===== config.mk =====
export PLATFORM = sky130hd
export DESIGN_NAME = toggle_sync_rx
export DESIGN_NICKNAME = d
export VERILOG_FILES = /design/src/rtl/toggle_sync_pkg.sv /design/src/rtl/toggle_sync_ch.sv /design/src/rtl/toggle_sync_rx.sv
export SDC_FILE = /design/constraint.sdc
export NUM_CORES = 1
export LEC_CHECK = 0
export CORE_ASPECT_RATIO = 1.1
export CORE_MARGIN = 2
export CORE_UTILIZATION = 55
export CTS_BUF_LIST = sky130_fd_sc_hd__clkbuf_8
export DETAILED_ROUTE_END_ITERATION = 16
export GPL_ROUTABILITY_DRIVEN = 0
export PLACE_DENSITY = 0.88
export SETUP_SLACK_MARGIN = 0.3
export SLEW_MARGIN = 20
export SYNTH_ARGS = -nofsm -noshare
export SYNTH_HDL_FRONTEND = slang
export SYNTH_SLANG_ARGS = --single-unit
export TNS_END_PERCENT = 1

===== constraint.sdc =====
create_clock -name clk -period 3.39 [get_ports clk]
set_input_delay 0.339 -clock clk [delete_from_list [all_inputs] [get_ports clk]]
set_output_delay 0.339 -clock clk [all_outputs]
set_load 0.01 [all_outputs]

===== src/rtl/toggle_sync_pkg.sv =====
// Shared defaults and helpers for the toggle-synchroniser receiver.
package toggle_sync_pkg;

  localparam int CH_DEFAULT          = 4;
  localparam int SYNC_STAGES_DEFAULT = 2;
  localparam int CNT_W_DEFAULT       = 4;

  // Width of a channel index; never narrower than one bit.
  function automatic int idx_width(input int n);
    return (n <= 1) ? 1 : $clog2(n);
  endfunction

  // (base + step) mod n, for base < n and step < n.
  function automatic int rr_next(input int base, input int step, input int n);
    int s;
    s = base + step;
    return (s >= n) ? s - n : s;
  endfunction

endpackage


===== src/rtl/toggle_sync_ch.sv =====
// One toggle channel: synchroniser chain, history flop, edge detect,
// saturating pending-event counter and sticky overflow flag.
module toggle_sync_ch
  import toggle_sync_pkg::*;
#(
  parameter int SYNC_STAGES = SYNC_STAGES_DEFAULT,
  parameter int CNT_W       = CNT_W_DEFAULT
) (
  input  logic clk,
  input  logic rstn,
  input  logic tog,
  input  logic armed,
  input  logic take,
  input  logic clr_ovf,
  output logic pulse,
  output logic pend_nz,
  output logic ovf
);

  logic [SYNC_STAGES-1:0] sync_q;
  logic                   hist_q;
  logic [CNT_W-1:0]       pend_q;
  logic                   pend_full;

  // Synchroniser chain; the history flop always follows the last stage,
  // so during arming it simply soaks up whatever level was present at release.
  always_ff @(posedge clk or negedge rstn) begin
    if (!rstn) begin
      sync_q <= '0;
      hist_q <= 1'b0;
    end else begin
      // NOTE: non-blocking assignments make every stage sample the previous
      // stage's old value; blocking here would collapse the chain to one flop.
      sync_q <= {sync_q[SYNC_STAGES-2:0], tog};
      hist_q <= sync_q[SYNC_STAGES-1];
    end
  end

  assign pulse     = armed & (sync_q[SYNC_STAGES-1] ^ hist_q);
  assign pend_full = &pend_q;
  assign pend_nz   = |pend_q;

  // Pending counter: +1 per event, -1 per grant, unchanged when both coincide;
  // an event arriving at a full counter is dropped and flagged in ovf.
  always_ff @(posedge clk or negedge rstn) begin
    if (!rstn) begin
      pend_q <= '0;
      ovf    <= 1'b0;
    end else begin
      if (pulse && !take) begin
        if (!pend_full) pend_q <= pend_q + CNT_W'(1);
      end else if (take && !pulse) begin
        pend_q <= pend_q - CNT_W'(1);
      end
      if (pulse && !take && pend_full) ovf <= 1'b1;
      else if (clr_ovf)                ovf <= 1'b0;
    end
  end

endmodule


===== src/rtl/toggle_sync_rx.sv =====
// Multi-channel toggle receiver: CH synchronised toggle channels feeding a
// round-robin event queue with a valid/ready output register.
module toggle_sync_rx
  import toggle_sync_pkg::*;
#(
  parameter  int CH          = CH_DEFAULT,
  parameter  int SYNC_STAGES = SYNC_STAGES_DEFAULT,
  parameter  int CNT_W       = CNT_W_DEFAULT,
  localparam int IW          = idx_width(CH)
) (
  input  logic          clk,
  input  logic          rstn,
  input  logic [CH-1:0] tog_in,
  output logic [CH-1:0] pulse_out,
  output logic          evt_valid,
  output logic [IW-1:0] evt_ch,
  input  logic          evt_ready,
  output logic [CH-1:0] ovf,
  input  logic [CH-1:0] clr_ovf
);

  localparam int ARM_EDGES = SYNC_STAGES + 1;
  localparam int AW        = $clog2(ARM_EDGES + 1);

  logic [AW-1:0] arm_cnt_q;
  logic          armed;
  logic [CH-1:0] pend_nz;
  logic [CH-1:0] take;
  logic [IW-1:0] rr_ptr_q;
  logic [IW-1:0] sel;
  logic [IW-1:0] cand;
  logic          found;
  logic          load;

  // Arming counter: events are ignored until the pipeline has flushed the
  // levels that were present when reset was released.
  always_ff @(posedge clk or negedge rstn) begin
    if (!rstn)       arm_cnt_q <= '0;
    else if (!armed) arm_cnt_q <= arm_cnt_q + AW'(1);
  end

  assign armed = (arm_cnt_q == AW'(ARM_EDGES));

  for (genvar i = 0; i < CH; i++) begin : g_ch
    assign take[i] = load && found && (sel == IW'(i));

    toggle_sync_ch #(
      .SYNC_STAGES(SYNC_STAGES),
      .CNT_W      (CNT_W)
    ) u_ch (
      .clk    (clk),
      .rstn   (rstn),
      .tog    (tog_in[i]),
      .armed  (armed),
      .take   (take[i]),
      .clr_ovf(clr_ovf[i]),
      .pulse  (pulse_out[i]),
      .pend_nz(pend_nz[i]),
      .ovf    (ovf[i])
    );
  end

  assign load = !evt_valid || evt_ready;

  // Round-robin search starting at rr_ptr; scanning from the far end lets the
  // nearest pending channel win without an early exit.
  always_comb begin
    // NOTE: every variable gets a default before the loop so no path leaves
    // it unassigned, which would otherwise infer a latch.
    found = 1'b0;
    sel   = '0;
    cand  = '0;
    for (int k = CH - 1; k >= 0; k--) begin
      cand = IW'(rr_next(int'(rr_ptr_q), k, CH));
      if (pend_nz[cand]) begin
        found = 1'b1;
        sel   = cand;
      end
    end
  end

  // Output register: refills whenever empty or accepted, holds under stall.
  always_ff @(posedge clk or negedge rstn) begin
    if (!rstn) begin
      evt_valid <= 1'b0;
      evt_ch    <= '0;
      rr_ptr_q  <= '0;
    end else if (load) begin
      evt_valid <= found;
      if (found) begin
        evt_ch   <= sel;
        rr_ptr_q <= IW'(rr_next(int'(sel), 1, CH));
      end
    end
  end

endmodule


==> key figures, run 1 <==
Drt
  • DRC errors left: 0
  • Pre-antenna DRT Iters: 4
  • Vias: between 1500 and 2000
  • Routed wire length: between 5000 and 6000 um
  • Wire length per cell: 17.7 um
  • Via/cell ratio: around 5.9
  • ANT nets after route: 0
  • Initial drt markers: about 110

STA
  • Slew Viols, Final: 0
  • Fmax: roughly 310 MHz
  • Slew @ Worst Pin: 0.866 ns
  • Min Tclk post-route: 3.23 ns
  • Period utilization: 95.2%
  • Clock skew: 0.00424 ns
  • Rel. slew slack: approximately 42%
  • RSZ-0062 raised after global routing: yes
  • Final WS setup: ~0.16 ns
  • Final setup vio count: 0
  • Hold Vio Cnt, Final: 0

Global route
  • Vias in the first global route: 1557
  • First-pass GRT wire length: 7130 um
  • Tot GR Track Use: a little over a fifth
  • Initial antenna violation count: 0
  • Pin count of the biggest net entering global routing: 40
  • Grt ovf: 0

Clock tree
  • H-tree depth: 2
  • Total CTS buffers: 5
  • Quantity of hold-fixing buffers added after cts: 0
  • CTS max path bufs: 2
  • Worst-Skew Late Latency: between 0.2 and 0.3 ns
  • CTS tree: yes
  • Clock-pin slew on the worst setup and hold paths: 0.08 ns
  • Num Clock Sinks: 39
  • Root buffer cell: clkbuf_8

Floorplan
  • Die area: around 4300 um2
  • Initial Utilization: between 50% and 60%
  • Core Area: approximately 3700 um2
  • Row count: 23
  • Die X: 63.1 um
  • I/O Pins: 22
  • DIE HEIGHT: approximately 69 um

Worst setup path
  • WS Path Type: reg2reg
  • Worst r2r path cells: 13
  • Critical Path Sink: g_ch[0].u_ch.pend_q[3]
  • Worst reg2reg startpoint: g_ch[2].u_ch.pend_q[1]
  • Crit path launch: g_ch[2].u_ch.pend_q[1]
  • Crit. End Element: flop
  • WP data required: around 3.6 ns
  • RR Endpoint: g_ch[0].u_ch.pend_q[3]
  • Flop2flop setup slack: 0.16 ns
  • Setup crit start kind: flop
  • Worst-path fanout max: 8
  • WP data arrival: ~3.4 ns

Power and ir drop
  • Worst IR Drop VDD: 0.494 mV
  • Static leakage: about 1.2 nW
  • Sw Ratio: about two fifths
  • Power share of the sequential group: 30.5%
  • Clock power frac: 11.8%
  • Pwr Density: between 900 and 1000 nW/um2
  • Switching power: 1.06 mW
  • P_int: 1.54 mW
  • Comb power frac: between 50 and 60%

Finish
  • Layout Utilization: 76.2%
  • Antenna cells: 0
  • Share of post-route cells with drive strength above 1: a little over a third
  • Fill cell count: approximately 240
  • Final net count: 257
  • Layout area overhead: 32.0%

Min path
  • Hold WC Path Type: in2async

Flow run
  • Max-cap violations: 0

Synth
  • Top post-synthesis cells by count: dfrtp_1 (39), nand2_1 (15), inv_1 (10), ha_1 (9), xor2_1 (9)
  • Top area cells in the synthesized netlist: dfrtp_1 (46%), ha_1 (5.3%), fa_1 (3.8%)
  • Seq cells post-synth: 39
  • Post-synth cell types: 48
  • Area share of the largest cell type after synthesis: between 40% and 50%
  • Most numerous cell in the Yosys netlist: dfrtp_1
  • Synth area leader: dfrtp_1
  • Main flop type after synthesis: dfrtp_1
  • Register area share after synthesis: between 40% and 50%
  • Mapped Cells: approximately 190
  • Synth Warn #: 0
  • Post-synth EDFFs: 0
  • Ys async rst share: 100%
  • Syn_area_per_cell: about 11 um2
  • Post-Syn Nets: about 210
  • Mapped Area: about 2100 um2

Placement
  • Pre-CTS setup slack: 0.0542 ns
  • # port buffers: 21
  • Post-DP HPWL: approximately 2800 um

Status
  • Status: complete, no violations
==> worst min-delay path by stage <==
| stage | slack [ns] | cells past startpoint | to |
|---|---|---|---|
| detailed placement | 0.34 | 0 | g_ch[1].u_ch.sync_q[1] |
| global placement | 0.33 | 0 | g_ch[2].u_ch.sync_q[1] |
| finish | 0.15 | 1 | g_ch[3].u_ch.pend_q[2] |
| global route | 0.22 | 1 | g_ch[3].u_ch.ovf |
| CTS | 0.18 | 1 | g_ch[2].u_ch.pend_q[2] |
| floorplan | 0.04 | 0 | arm_cnt_q[0] |
==> layer usage <==
metal  vias to the layer above  GRT usage, %  part of all wire (%)
met5                         -             0                     0
met4                         0          11.4                   2.6
met3                        16          4.55                   4.2
met2                        45          38.8                    53
met1                       853          25.0                    40
li1                        768             -                     -
==> metrics by stage <==
stage          power [mW]  TNS, ns  area [um2]  cells  hold slack [ns]
4_1_cts              2.28        0        2550    268            0.183
2_1_floorplan        1.58        0        2110    185           0.0434
6_report             2.60        0        2790    284            0.146
3_3_place_gp         1.82        0        2370    255            0.332
5_1_grt              2.77  -0.0408        2790    284            0.223
3_5_place_dp         1.87        0        2370    255            0.339
==> what timing repair did <==
| action | CTS | global route |
|---|---|---|
| pin swaps | 3 | 18 |
| gates resized for setup | 13 | 24 |
| hold endpoints to repair | 0 | 0 |
| buffers inserted | 5 | 16 |
| setup endpoints to repair | 4 | 7 |
==> power by group through the flow <==
stage	registers, mW	logic (mW)	clock network (mW)
after detailed placement	0.789	1.08	0
after global placement	0.779	1.04	0
after CTS	0.767	1.20	0.314
after floorplan	0.769	0.813	0
final	0.793	1.50	0.306
after global routing	0.810	1.63	0.333
==> area by class of cell <==
type / instances / area, um2 / share of cell area [%]
Inverter: 10 / 37.5 / 1.35
Clock buffer: 5 / 68.8 / 2.47
Tap cell: 50 / 62.6 / 2.25
Timing Repair Buffer: 50 / 423 / 15.2
Multi-Input combinational cell: 127 / 1190 / 42.8
Sequential cell: 39 / 985 / 35.4
Clock inverter: 3 / 16.3 / 0.584
==> flip-flops by register name, indices dropped and copies added (netlist names) <==
name              flops
arm_cnt_q             2
rr_ptr_q              2
g_ch.u_ch.ovf         4
g_ch.u_ch.sync_q      8
evt_ch                2
g_ch.u_ch.hist_q      4
evt_valid             1
g_ch.u_ch.pend_q     16
==> worst max-delay path, stage by stage (launching register included) <==
cell      delay [ns]
dfrtp_2         0.43
buf_4           0.16
nor4_1          0.37
buf_4           0.22
o21bai_1        0.15
o21ai_4         0.37
nand2_2         0.14
nand2_2         0.14
ha_1            0.25
a21o_1          0.20
a21oi_2         0.23
nand4_1         0.20
nand2_1         0.14
o21ai_0         0.09
==> cell families (layout without fill, tap and decap cells) <==
kind of cell	count (synthesis)	after routing	synth area share, %
buf+inv	19	68	4.86
mux	8	8	4.33
xor+xnor	13	13	5.39
compound gates	42	42	15.5
fa+ha+maj	13	13	9.13
simple gates	51	51	14.5
flops	39	39	46.2
==> cell usage in the layout (no fill, tap or decap), types with 3 or more instances in the layout <==
cell / netlist / layout
clkdlybuf4s50_1: 0 / 20
nor2_1: 3 / 3
or4_4: 3 / 5
xnor2_1: 4 / 4
xor2_1: 9 / 9
buf_4: 8 / 29
inv_1: 10 / 10
o21ai_0: 5 / 4
mux2_2: 5 / 5
nor4_1: 3 / 3
fa_1: 4 / 4
nand2_1: 15 / 13
o22a_1: 5 / 5
a21o_1: 5 / 5
o22ai_1: 5 / 4
a21oi_4: 0 / 3
clkbuf_8: 0 / 5
nand4_1: 5 / 5
nor3_1: 5 / 4
ha_1: 9 / 7
dfrtp_2: 0 / 7
dfrtp_1: 39 / 32
No activity file was read; power rests on OpenSTA's default activity.
==> run 2: changes to the inputs <==
--- a/config.mk
+++ b/config.mk
@@ -9,6 +9,7 @@
 export CORE_MARGIN = 2
 export CORE_UTILIZATION = 55
 export CTS_BUF_LIST = sky130_fd_sc_hd__clkbuf_8
+export CTS_CLUSTER_DIAMETER = 60
 export DETAILED_ROUTE_END_ITERATION = 16
 export GPL_ROUTABILITY_DRIVEN = 0
 export PLACE_DENSITY = 0.88
==> constraint.sdc (replaced) <==
create_clock -name clk -period 3.3 [get_ports clk]
set_input_delay 0.33 -clock clk [delete_from_list [all_inputs] [get_ports clk]]
set_output_delay 0.33 -clock clk [all_outputs]
set_load 0.01 [all_outputs]
==> run 2 against run 1 <==
  * Total power is 5.8% higher
  * Via count shrank 3.9%
  * Clock-buffer cell count unchanged
  * Global-route usage fell by 1.2 points
  * Clock skew increased by 0.0019 ns
  * Sequential power hardly changed
  * Die area is the same
  * Utilization did not move
  * Sequential share of layout area barely moved
  * Largest power group unchanged
==> key figures, run 2 (synthesis results as in run 1) <==
Status
  • Status: complete, no violations

Floorplan
  • I/O Pins: 22 (unchanged)
  • Die X: 63.1 um (unchanged)
  • Die area: 4350 um2 (unchanged)
  • Core Area: 3650 um2 (unchanged)
  • DIE HEIGHT: 69.0 um (unchanged)
  • Initial Utilization: 57.8% (unchanged)
  • Row count: 23 (unchanged)

Global route
  • Initial antenna violation count: 0 (unchanged)
  • Tot GR Track Use: 20.5% (-1.2 points)
  • Pin count of the biggest net entering global routing: 40 (unchanged)
  • Vias in the first global route: 1502 (-3.5%)
  • First-pass GRT wire length: 6750 um (-5.4%)
  • Grt ovf: 0 (unchanged)

Placement
  • Post-DP HPWL: 2740 um (-3.5%)
  • DP Cell Count: 256 (+0.39%)
  • # port buffers: 21 (unchanged)

Min path
  • Hold WC Path Type: in2async

Worst setup path
  • Critical-path cell list: or4_4 > o41a_1 > o31a_1 > nand2_2 > nand2_1 > ha_1 > a21o_1 > a21oi_2 > nand4_1 > a2bb2oi_1 > o21ai_0
  • Worst-path fanout max: 6 (-2)
  • Worst reg2reg startpoint: g_ch[2].u_ch.pend_q[3]
  • Flop2flop setup slack: 0.31 ns (+0.14 ns)
  • WP data required: 3.52 ns (-0.04 ns)
  • WS Path Type: reg2reg
  • RR Endpoint: g_ch[0].u_ch.pend_q[3]
  • CP bufs+invs: 0 (-2)
  • CP top delay family: compound AO/OA/AOI/OAI gates
  • Worst r2r path cells: 11 (-2)
  • CP max-delay cell: or4_4
  • WP depth: 11 (-2)
  • Setup crit start kind: flop
  • Crit. End Element: flop
  • Crit path largest cell delay: 0.54 ns (+0.11 ns)
  • WP data arrival: 3.21 ns (-0.18 ns)

Power and ir drop
  • Clock power frac: 16.9% (+5.1 points)
  • Power share of the sequential group: 28.9% (-1.6 points)
  • Worst IR Drop VDD: 0.494 mV (about the same)
  • P_int: 1.71 mW (+11%)
  • Switching power: 1.04 mW (-1.7%)
  • Static leakage: 1.21 nW (+0.80%)
  • Sw Ratio: 37.8% (-2.9 points)
  • Pwr Density: 987 nW/um2 (+5.8%)
  • Comb power frac: 54.2% (-3.5 points)

Drt
  • Initial drt markers: 73 (-35%)
  • Wire length per cell: 15.9 um (-9.8%)
  • Vias: 1617 (-3.9%)
  • Via/cell ratio: 5.71 (-3.5%)
  • DRC errors left: 0 (unchanged)
  • Pre-antenna DRT Iters: 4 (unchanged)
  • ANT nets after route: 0 (unchanged)
  • Routed wire length: 4510 um (-10%)

STA
  • Final setup vio count: 0 (unchanged)
  • Hold Vio Cnt, Final: 0 (unchanged)
  • Period utilization: 90.7% (-4.5 points)
  • Fmax: 334 MHz (+7.8%)
  • Slew Viols, Final: 0 (unchanged)
  • Slew @ Worst Pin: 0.848 ns (-0.0182 ns)
  • Rel. slew slack: 43.5% (+1.2 points)
  • Min Tclk post-route: 2.99 ns (-0.233 ns)
  • Clock skew: 0.00619 ns (+0.00195 ns)
  • Setup TNS: 0 ns (unchanged)
  • RSZ-0062 raised after global routing: yes

Finish
  • Max reg flops: 16 (unchanged)
  • Commonest non-fill, non-tap cell in the layout: dfrtp_1
  • Post-Layout Cell Count: 283 (-0.35%)
  • Commonest cells after routing, fill and taps aside: dfrtp_1 (33), buf_4 (28), clkdlybuf4s50_1 (20)
  • Final net count: 256 (-0.39%)
  • Layout area overhead: 32.0% (unchanged)
  • Antenna cells: 0 (unchanged)
  • Share of post-route cells with drive strength above 1: 33.5% (-1.6 points)
  • Largest Register: g_ch.u_ch.pend_q
  • Fill cell count: 231 (-4.1%)
  • Regs by FF count: g_ch.u_ch.pend_q x16, g_ch.u_ch.sync_q x8

Clock tree
  • Total CTS buffers: 5 (unchanged)
  • CTS tree: yes
  • Num Clock Sinks: 39 (unchanged)
  • Clock-pin slew on the worst setup and hold paths: 0.08 ns (about the same)
  • Root buffer cell: clkbuf_8
  • Worst-Skew Late Latency: 0.30 ns (about the same)
  • CTS max path bufs: 2 (unchanged)
  • H-tree depth: 2 (unchanged)
  • Quantity of hold-fixing buffers added after cts: 0 (unchanged)

Flow run
  • Max-cap violations: 0 (unchanged)
run 2: changes by cell type in the layout (fill, tap and decap cells not counted), sizes merged:
| cell | change |
|---|---|
| buf | -1 |
| bufinv | +2 |
| clkinv | -1 |
| clkinvlp | -1 |
run 2: layout make-up:
cell class              instances  area, um2  area share [%]
multi-input cells             127       1150            41.3
flip-flops and latches         39        983            35.3
repair buffers                 49        415            14.9
clock buffers                   5       68.8            2.47
clock inverters                 3       63.8            2.29
well taps                      50       62.6            2.25
inverters                      10       40.0            1.44
run 2: power groups by stage:
| stage | Clock (mW) | Combinational, mW | Sequential [mW] |
|---|---|---|---|
| after floorplan | 0 | 0.841 | 0.792 |
| final | 0.464 | 1.49 | 0.795 |
| after detailed placement | 0 | 1.14 | 0.808 |
| after global placement | 0 | 1.09 | 0.801 |
| after global routing | 0.491 | 1.61 | 0.819 |
| after CTS | 0.472 | 1.25 | 0.789 |
run 2: metal layers:
layer | vias up | wire, um | GRT usage (%)
li1 | 766 | - | -
met1 | 803 | 2030 | 25.5
met2 | 41 | 2260 | 34.8
met3 | 7 | 149 | 4.87
met4 | 0 | 65 | 8.89
met5 | - | 0 | 0
run 2: worst max path at each step:
stage	to	start	slack (ns)
2_1_floorplan	g_ch[3].u_ch.pend_q[3]	g_ch[0].u_ch.pend_q[0]	0.30
4_1_cts	g_ch[3].u_ch.pend_q[3]	g_ch[0].u_ch.pend_q[0]	0.21
3_3_place_gp	g_ch[2].u_ch.pend_q[3]	g_ch[1].u_ch.pend_q[3]	0.13
6_report	g_ch[0].u_ch.pend_q[3]	g_ch[2].u_ch.pend_q[3]	0.31
3_5_place_dp	g_ch[2].u_ch.pend_q[3]	g_ch[1].u_ch.pend_q[3]	0.04
5_1_grt	g_ch[0].u_ch.pend_q[3]	g_ch[1].u_ch.pend_q[1]	0.18
run 2: what timing repair did:
action                                  in CTS  in global routing
endpoints found under the hold margin        0                  0
cloned                                       0                  0
pin swaps                                    3                 20
buffers inserted                             5                 14
gates resized for setup                     10                 19
endpoints found under the setup margin       8                  7
run 2: per-stage QoR:
step | utilization (%) | total power, mW | hold WS (ns) | area [um2] | setup slack, ns
after CTS | 70.8 | 2.51 | 0.170 | 2590 | 0.208
after floorplan | - | 1.63 | 0.0344 | 2120 | 0.300
after global placement | 65.4 | 1.89 | 0.333 | 2390 | 0.127
after detailed placement | 65.4 | 1.94 | 0.338 | 2390 | 0.0441
after global routing | 76.2 | 2.92 | 0.212 | 2790 | 0.180
final | 76.2 | 2.75 | 0.139 | 2790 | 0.306
